<file path="src/rtl/seq_detect_prog.sv">
// Programmable serial bit-pattern detector with runtime pattern and length.
// Supports overlap and non-overlap modes, an input-valid qualifier, and a saturating match counter.
module seq_detect_prog #(
    parameter int                 MAX_LEN = 8,
    parameter int                 CNT_W   = 8,
    parameter logic [MAX_LEN-1:0] DEF_PAT = MAX_LEN'(8'b1011),
    parameter int                 DEF_LEN = 4,
    parameter logic               DEF_OVL = 1'b1,
    localparam int                LW      = $clog2(MAX_LEN + 1)
) (
    input  logic               clk_i,
    input  logic               reset_i,
    input  logic               in_valid_i,
    input  logic               in_i,
    input  logic               cfg_load_i,
    input  logic [MAX_LEN-1:0] cfg_pattern_i,
    input  logic [LW-1:0]      cfg_len_i,
    input  logic               cfg_overlap_i,
    input  logic               count_clr_i,
    output logic               detect_o,
    output logic [CNT_W-1:0]   match_count_o
);

    logic [MAX_LEN-1:0] pat_q, pat_d;
    logic [LW-1:0]      len_q, len_d;
    logic               ovl_q, ovl_d;
    logic [MAX_LEN-1:0] hist_q, hist_d;
    logic [LW-1:0]      fill_q, fill_d;
    logic               detect_q, detect_d;
    logic [CNT_W-1:0]   count_q, count_d;

    logic               accept;
    logic               match;
    logic [LW-1:0]      lenClamp;
    logic [LW-1:0]      fillInc;
    logic [MAX_LEN-1:0] histShift;
    logic [MAX_LEN-1:0] lenMask;

    always_comb begin
        lenClamp = cfg_len_i;
        if (cfg_len_i == '0) begin
            lenClamp = LW'(1);
        end else if (cfg_len_i > LW'(MAX_LEN)) begin
            lenClamp = LW'(MAX_LEN);
        end

        // A config load wins over a same-edge sample, so that sample is never seen.
        accept    = in_valid_i & ~cfg_load_i;
        histShift = {hist_q[MAX_LEN-2:0], in_i};
        fillInc   = (fill_q >= len_q) ? len_q : fill_q + LW'(1);
        lenMask   = ~({MAX_LEN{1'b1}} << len_q);
        match     = accept && (fillInc == len_q) &&
                    (((histShift ^ pat_q) & lenMask) == '0);

        pat_d    = pat_q;
        len_d    = len_q;
        ovl_d    = ovl_q;
        hist_d   = hist_q;
        fill_d   = fill_q;
        detect_d = 1'b0;

        if (cfg_load_i) begin
            pat_d  = cfg_pattern_i;
            len_d  = lenClamp;
            ovl_d  = cfg_overlap_i;
            hist_d = '0;
            fill_d = '0;
        end else if (accept) begin
            hist_d   = histShift;
            fill_d   = (match && !ovl_q) ? '0 : fillInc;
            detect_d = match;
        end

        count_d = count_q;
        if (count_clr_i) begin
            count_d = match ? CNT_W'(1) : '0;
        end else if (match && (count_q != {CNT_W{1'b1}})) begin
            count_d = count_q + CNT_W'(1);
        end
    end

    always_ff @(posedge clk_i or posedge reset_i) begin
        if (reset_i) begin
            pat_q    <= DEF_PAT;
            len_q    <= LW'(DEF_LEN);
            ovl_q    <= DEF_OVL;
            hist_q   <= '0;
            fill_q   <= '0;
            detect_q <= 1'b0;
            count_q  <= '0;
        end else begin
            pat_q    <= pat_d;
            len_q    <= len_d;
            ovl_q    <= ovl_d;
            hist_q   <= hist_d;
            fill_q   <= fill_d;
            detect_q <= detect_d;
            count_q  <= count_d;
        end
    end

    assign detect_o      = detect_q;
    assign match_count_o = count_q;

endmodule
</file>
<file path="config.mk">
export PLATFORM = sky130hd
export DESIGN_NAME = seq_detect_prog
export DESIGN_NICKNAME = d
export VERILOG_FILES = /design/src/rtl/seq_detect_prog.sv
export SDC_FILE = /design/constraint.sdc
export NUM_CORES = 1
export LEC_CHECK = 0
export BUFFER_PORTS_ARGS = -buffer_cell sky130_fd_sc_hd__buf_4
export CAP_MARGIN = 10
export CORE_MARGIN = 4
export CORE_UTILIZATION = 48
export DETAILED_ROUTE_END_ITERATION = 10
export PLACE_DENSITY = 0.68
export SLEW_MARGIN = 25
export SYNTH_ARGS = -nofsm -noshare
export SYNTH_HDL_FRONTEND = slang
export SYNTH_SLANG_ARGS = --single-unit
export TNS_END_PERCENT = 10
</file>
<file path="constraint.sdc">
create_clock -name clk_i -period 6.9 [get_ports clk_i]
set_clock_uncertainty 0.1 [all_clocks]
set_input_delay 1.035 -clock clk_i [delete_from_list [all_inputs] [get_ports clk_i]]
set_output_delay 1.035 -clock clk_i [all_outputs]
set_load 0.01 [all_outputs]
</file>
[After elaboration in Yosys (flattened, before gate mapping)]
Cells that the tools add are included.
Word-level totals
  register bits after elaboration: 33
  input bits: 19
  output and inout bits: 9
Operators by class
  add/subtract/negate cells: 2
  magnitude comparators: 2
  equality and inequality tests: 2
  shifts and indexed selects: 1
  muxes and demuxes: 13
  bitwise gates (word level): 5
  reduce and logical (&&, ||, !) cells: 9
Operators by type and width (count)
  $mux 4: 6
  $mux 8: 2
  $mux 7: 2
  $add 8x1->8 const B: 1
  $and 8x8->8: 1
  $logic_not 8->1: 1
  $ne 8x8->1 const B: 1
  $not 8->8: 1
  $shl 8x4->8 const A: 1
  $xor 8x8->8: 1
  $add 4x1->4 const B: 1
  $eq 4x4->1: 1
  $ge 4x4->1: 1
  $gt 4x4->1 const B: 1
  $logic_and 1x1->1: 4
  $logic_not 4->1: 1
  $reduce_bool 2->1: 2
  $mux 1: 3
  $and 1x1->1: 1
  $logic_not 1->1: 1
  $not 1->1: 1

[Longest topological paths before layout]
  word-level depth: 9
  gate-level depth with buffers: 9

[Worst setup path after synthesis]
No wires, ideal clock.
  kind: input to register
  from: input port cfg_load_i
  to: register count_q[5], in the netlist match_count_o[5]
  library setup time: 0.078 ns
  data arrival time: 2.306 ns
  setup slack: 4.416 ns
  stages on the path: 5
  path buffers: 0
  path through: nand2b_1 > nor4_4 > o211ai_4 > or4_1 > a21oi_1
Between the ends
  cells in the longest elaborated chain, start to end: 6
Ends and longest elaborated chain
  start, declared: line 15  | input logic cfg_load_i,
  $not 1->1: line 48  | accept = in_valid_i & ~cfg_load_i;
  $and 1x1->1: line 48
  $logic_and 1x1->1 (2 in a row): line 52  | match = accept && (fillInc == len_q) &&
  $logic_and 1x1->1: line 77  | end else if (match && (count_q != {CNT_W{1'b1}})) begin
  $reduce_bool 2->1 (no source line)
  end signal, assigned: line 98  | count_q <= count_d;
  end, declared: line 30  | logic [CNT_W-1:0] count_q, count_d;
Every way passes these cells.
A chain may end at the register's enable or synchronous reset.

[Worst setup path in the final report]
  from: input port cfg_load_i
  to: register count_q[3], in the netlist match_count_o[3]
Same word-level chain as after synthesis.

==> results.cfg <==
[clocking]
cts.sinks = 33
cts.clk_slew.worst_paths_ns = 0.06
htreeDepth = 2
clock_path_buffers = 2
cts_tree = done
post_cts.repair.setup_buffers = 0
clock_latency_ns = 0.28
cts-root-buf = clkbuf_8
cts_resized = 0
hold_buffers = 0
cts_buffers = 5

[routing]
drt_iter0_drc = 45
drt_wl_total_mm = 3.65
drtAntennaViolNets = 0
wl_per_cell_um = 14.2
drcViolationCount = 0
vias_per_cell = 5.57
vias = 1431
firstDrtPassIters = 4

[synthesis]
synth.distinct_cells = 44
synth.cell_area_um2 = 1870
syn_avg_cell_area_um2 = 10.2
synthTopCellsByCount = dfrtp_1 (28), nor2_1 (21), mux2_2 (12), inv_1 (10), a21oi_1 (9)
synth_seq_area_share = 0.444
synth_edf_count = 0
ys_ff_latch = 33
synthArstFlopShare = 1.00
netlist_instances = 183
yosys_warnings = 0
yosysTopAreaCellShare = 0.374
synthFlopType = dfrtp_1
synthTopCellsByArea = dfrtp_1 (37%), mux2_2 (7.2%), dfstp_2 (7.0%), mux2i_1 (4.3%), nor2_1 (4.2%)
synth.most_common_cell = dfrtp_1
synth_fp_nets = 208
synth_area_leader_cell = dfrtp_1

[sta]
tightestPinTransition_ns = 0.477
finalHoldViolations = 0
maxSlewHeadroom = 0.682
setup_viol = 0
finalSetupTns_ns = 0
slew_viol_final = 0
clock.fmax_mhz = 375
timing.final.crit_share = 0.386
min_period_ns = 2.67
rsz0062_at_grt = false

[final_layout]
n_fill_cell = 327
areaGrowthSynthToFinish_pct = 17.2
final-seq-area_um2 = 832
multi_input_area_um2 = 955
diodes = 0
nets = 233
finalNonFillerCells = 257
drive_gt1_frac = 0.287

[grt]
grt_pass1_wl_mm = 6.24
grt_start_max_net_pins = 34
antenna_found_initial = 0
grt_usage = 0.159
grt_pass1_vias = 1377
overflow = 0
busiest_layer = met2
use_met1 = 0.207
gr-usage-met3 = 0.0518
use_met2 = 0.248

[place]
port_buffers = 27
dp_hpwl_mm = 2.61
place.gp.congestion = 0.768
dp.cells = 249

[worst_setup_path]
crit_path_end_kind = flop
r2r-start = len_q[2]
r2r_end = match_count_o[3]
path_max_fanout = 29
arrival_ns = 2.74
cp.required_ns = 6.97
reg2reg_slack_ns = 4.36
crit_chain = buf_4 -> nand2b_1 -> nor4_4 -> o211ai_4 -> nor3_1 -> mux2_2
crit_path_start_kind = primary input
critPathBufInv = 1
slowest_delay_ns = 0.37
crit_type = in2reg
timing.critical_path.slowest_stage_cell = mux2_2
critical-path-top-delay-family = simple AND/OR/NAND/NOR gates
r2r_cells = 7

[hold_path]
hold_depth = 1
min_to = pat_q[4]
worst_hold_path_type = reg2reg
hp-start = pat_q[4]

[power]
ir_drop_uv = 170
powerDensity_nw_per_um2 = 217
p_leak_nw = 0.967

[floorplanning]
die_h_um = 70.5
fp.dieArea_um2 = 4970
fp.coreArea_um2 = 3720
die_w_um = 70.5
rows = 22
ios = 28
initial_core_util = 0.504

[outcome]
outcome = complete, no violations

[job]
drv_cap = 0
## worst reg2reg max path: cells and delay by family (launching register included)
family	cells	cell delay, ns
mux	1	0.37
compound gates	2	0.63
fa+ha+maj	1	0.28
buf+inv	1	0.09
flops	1	0.59
simple gates	2	0.38
## sequential cells by signal, summed over array words and instances, names as in the netlist
register	cells
hist_q	7
fill_q	4
len_q	4
match_count_o	8
detect_o	1
ovl_q	1
pat_q	8
## per-stage QoR
stage | area [µm²] | hold slack [ns] | total power, W | util | setup slack (ns)
floorplan | 1870 | 0.401 | 0.000300 | - | 4.42
global placement | 2090 | 0.417 | 0.000321 | 0.564 | 4.03
detailed placement | 2090 | 0.422 | 0.000324 | 0.564 | 3.97
CTS | 2200 | 0.437 | 0.000483 | 0.591 | 4.23
global route | 2200 | 0.465 | 0.000506 | 0.591 | 4.15
finish | 2200 | 0.434 | 0.000477 | 0.591 | 4.23
## power breakdown
| part | switching [W] | internal [W] | leakage (nW) |
|---|---|---|---|
| clock network | 0.0000674 | 0.0000900 | 0.0542 |
| logic | 0.0000497 | 0.0000459 | 0.488 |
| registers | 0.0000158 | 0.000208 | 0.425 |
| total | 0.000133 | 0.000344 | 0.967 |
## how the worst max path moves through the flow
stage / startpoint / end / slack, ns / depth (start not counted)
finish: cfg_load_i / match_count_o[3] / 4.23 / 6
global route: cfg_load_i / match_count_o[3] / 4.15 / 6
detailed placement: cfg_load_i / match_count_o[5] / 3.97 / 6
CTS: cfg_load_i / match_count_o[3] / 4.23 / 6
floorplan: cfg_load_i / match_count_o[5] / 4.42 / 5
global placement: cfg_load_i / match_count_o[5] / 4.03 / 6
## placed cells by master, fill, tap and decap left out, types with 2 or more instances in the layout
| master | n |
|---|---|
| xor2_1 | 6 |
| clkbuf_8 | 7 |
| o21ai_0 | 6 |
| ha_1 | 6 |
| dfrtp_1 | 28 |
| nor3_1 | 5 |
| nand3_1 | 4 |
| nand2b_1 | 6 |
| xnor2_1 | 8 |
| nand2_1 | 7 |
| mux2i_1 | 8 |
| a21oi_1 | 9 |
| inv_1 | 10 |
| mux2_2 | 12 |
| nor2_1 | 21 |
| o22ai_1 | 4 |
| buf_4 | 28 |
| nor2b_1 | 2 |
| o21a_1 | 2 |
| dfstp_2 | 5 |
| nor4_1 | 2 |
| o32ai_1 | 3 |
## layout make-up
type | count | share of cell area
tap | 48 | 0.0274
sequential | 33 | 0.379
clock buffer | 7 | 0.0439
clock inverter | 1 | 0.00228
multi-input combinational | 130 | 0.435
timing repair buffer | 28 | 0.0957
inverter | 10 | 0.0171
## cells by family (layout without fill, tap and decap cells)
| family | count (synthesis) | after routing | synth area share |
|---|---|---|---|
| AND/OR/NAND/NOR | 57 | 57 | 0.164 |
| AO/OA/AOI/OAI | 33 | 33 | 0.125 |
| flip-flops | 33 | 33 | 0.444 |
| multiplexers | 20 | 20 | 0.115 |
| buffers and inverters | 20 | 46 | 0.0467 |
| XOR/XNOR | 14 | 14 | 0.0654 |
| adder cells (fa/ha/maj) | 6 | 6 | 0.0401 |
## routing by layer
metal	vias up	share of wire	wire, µm
met5	-	0	0
met4	0	0.013	49
met3	6	0.040	147
met2	24	0.50	1820
met1	706	0.45	1630
li1	695	-	-
No activity file was read; power rests on OpenSTA's default activity.
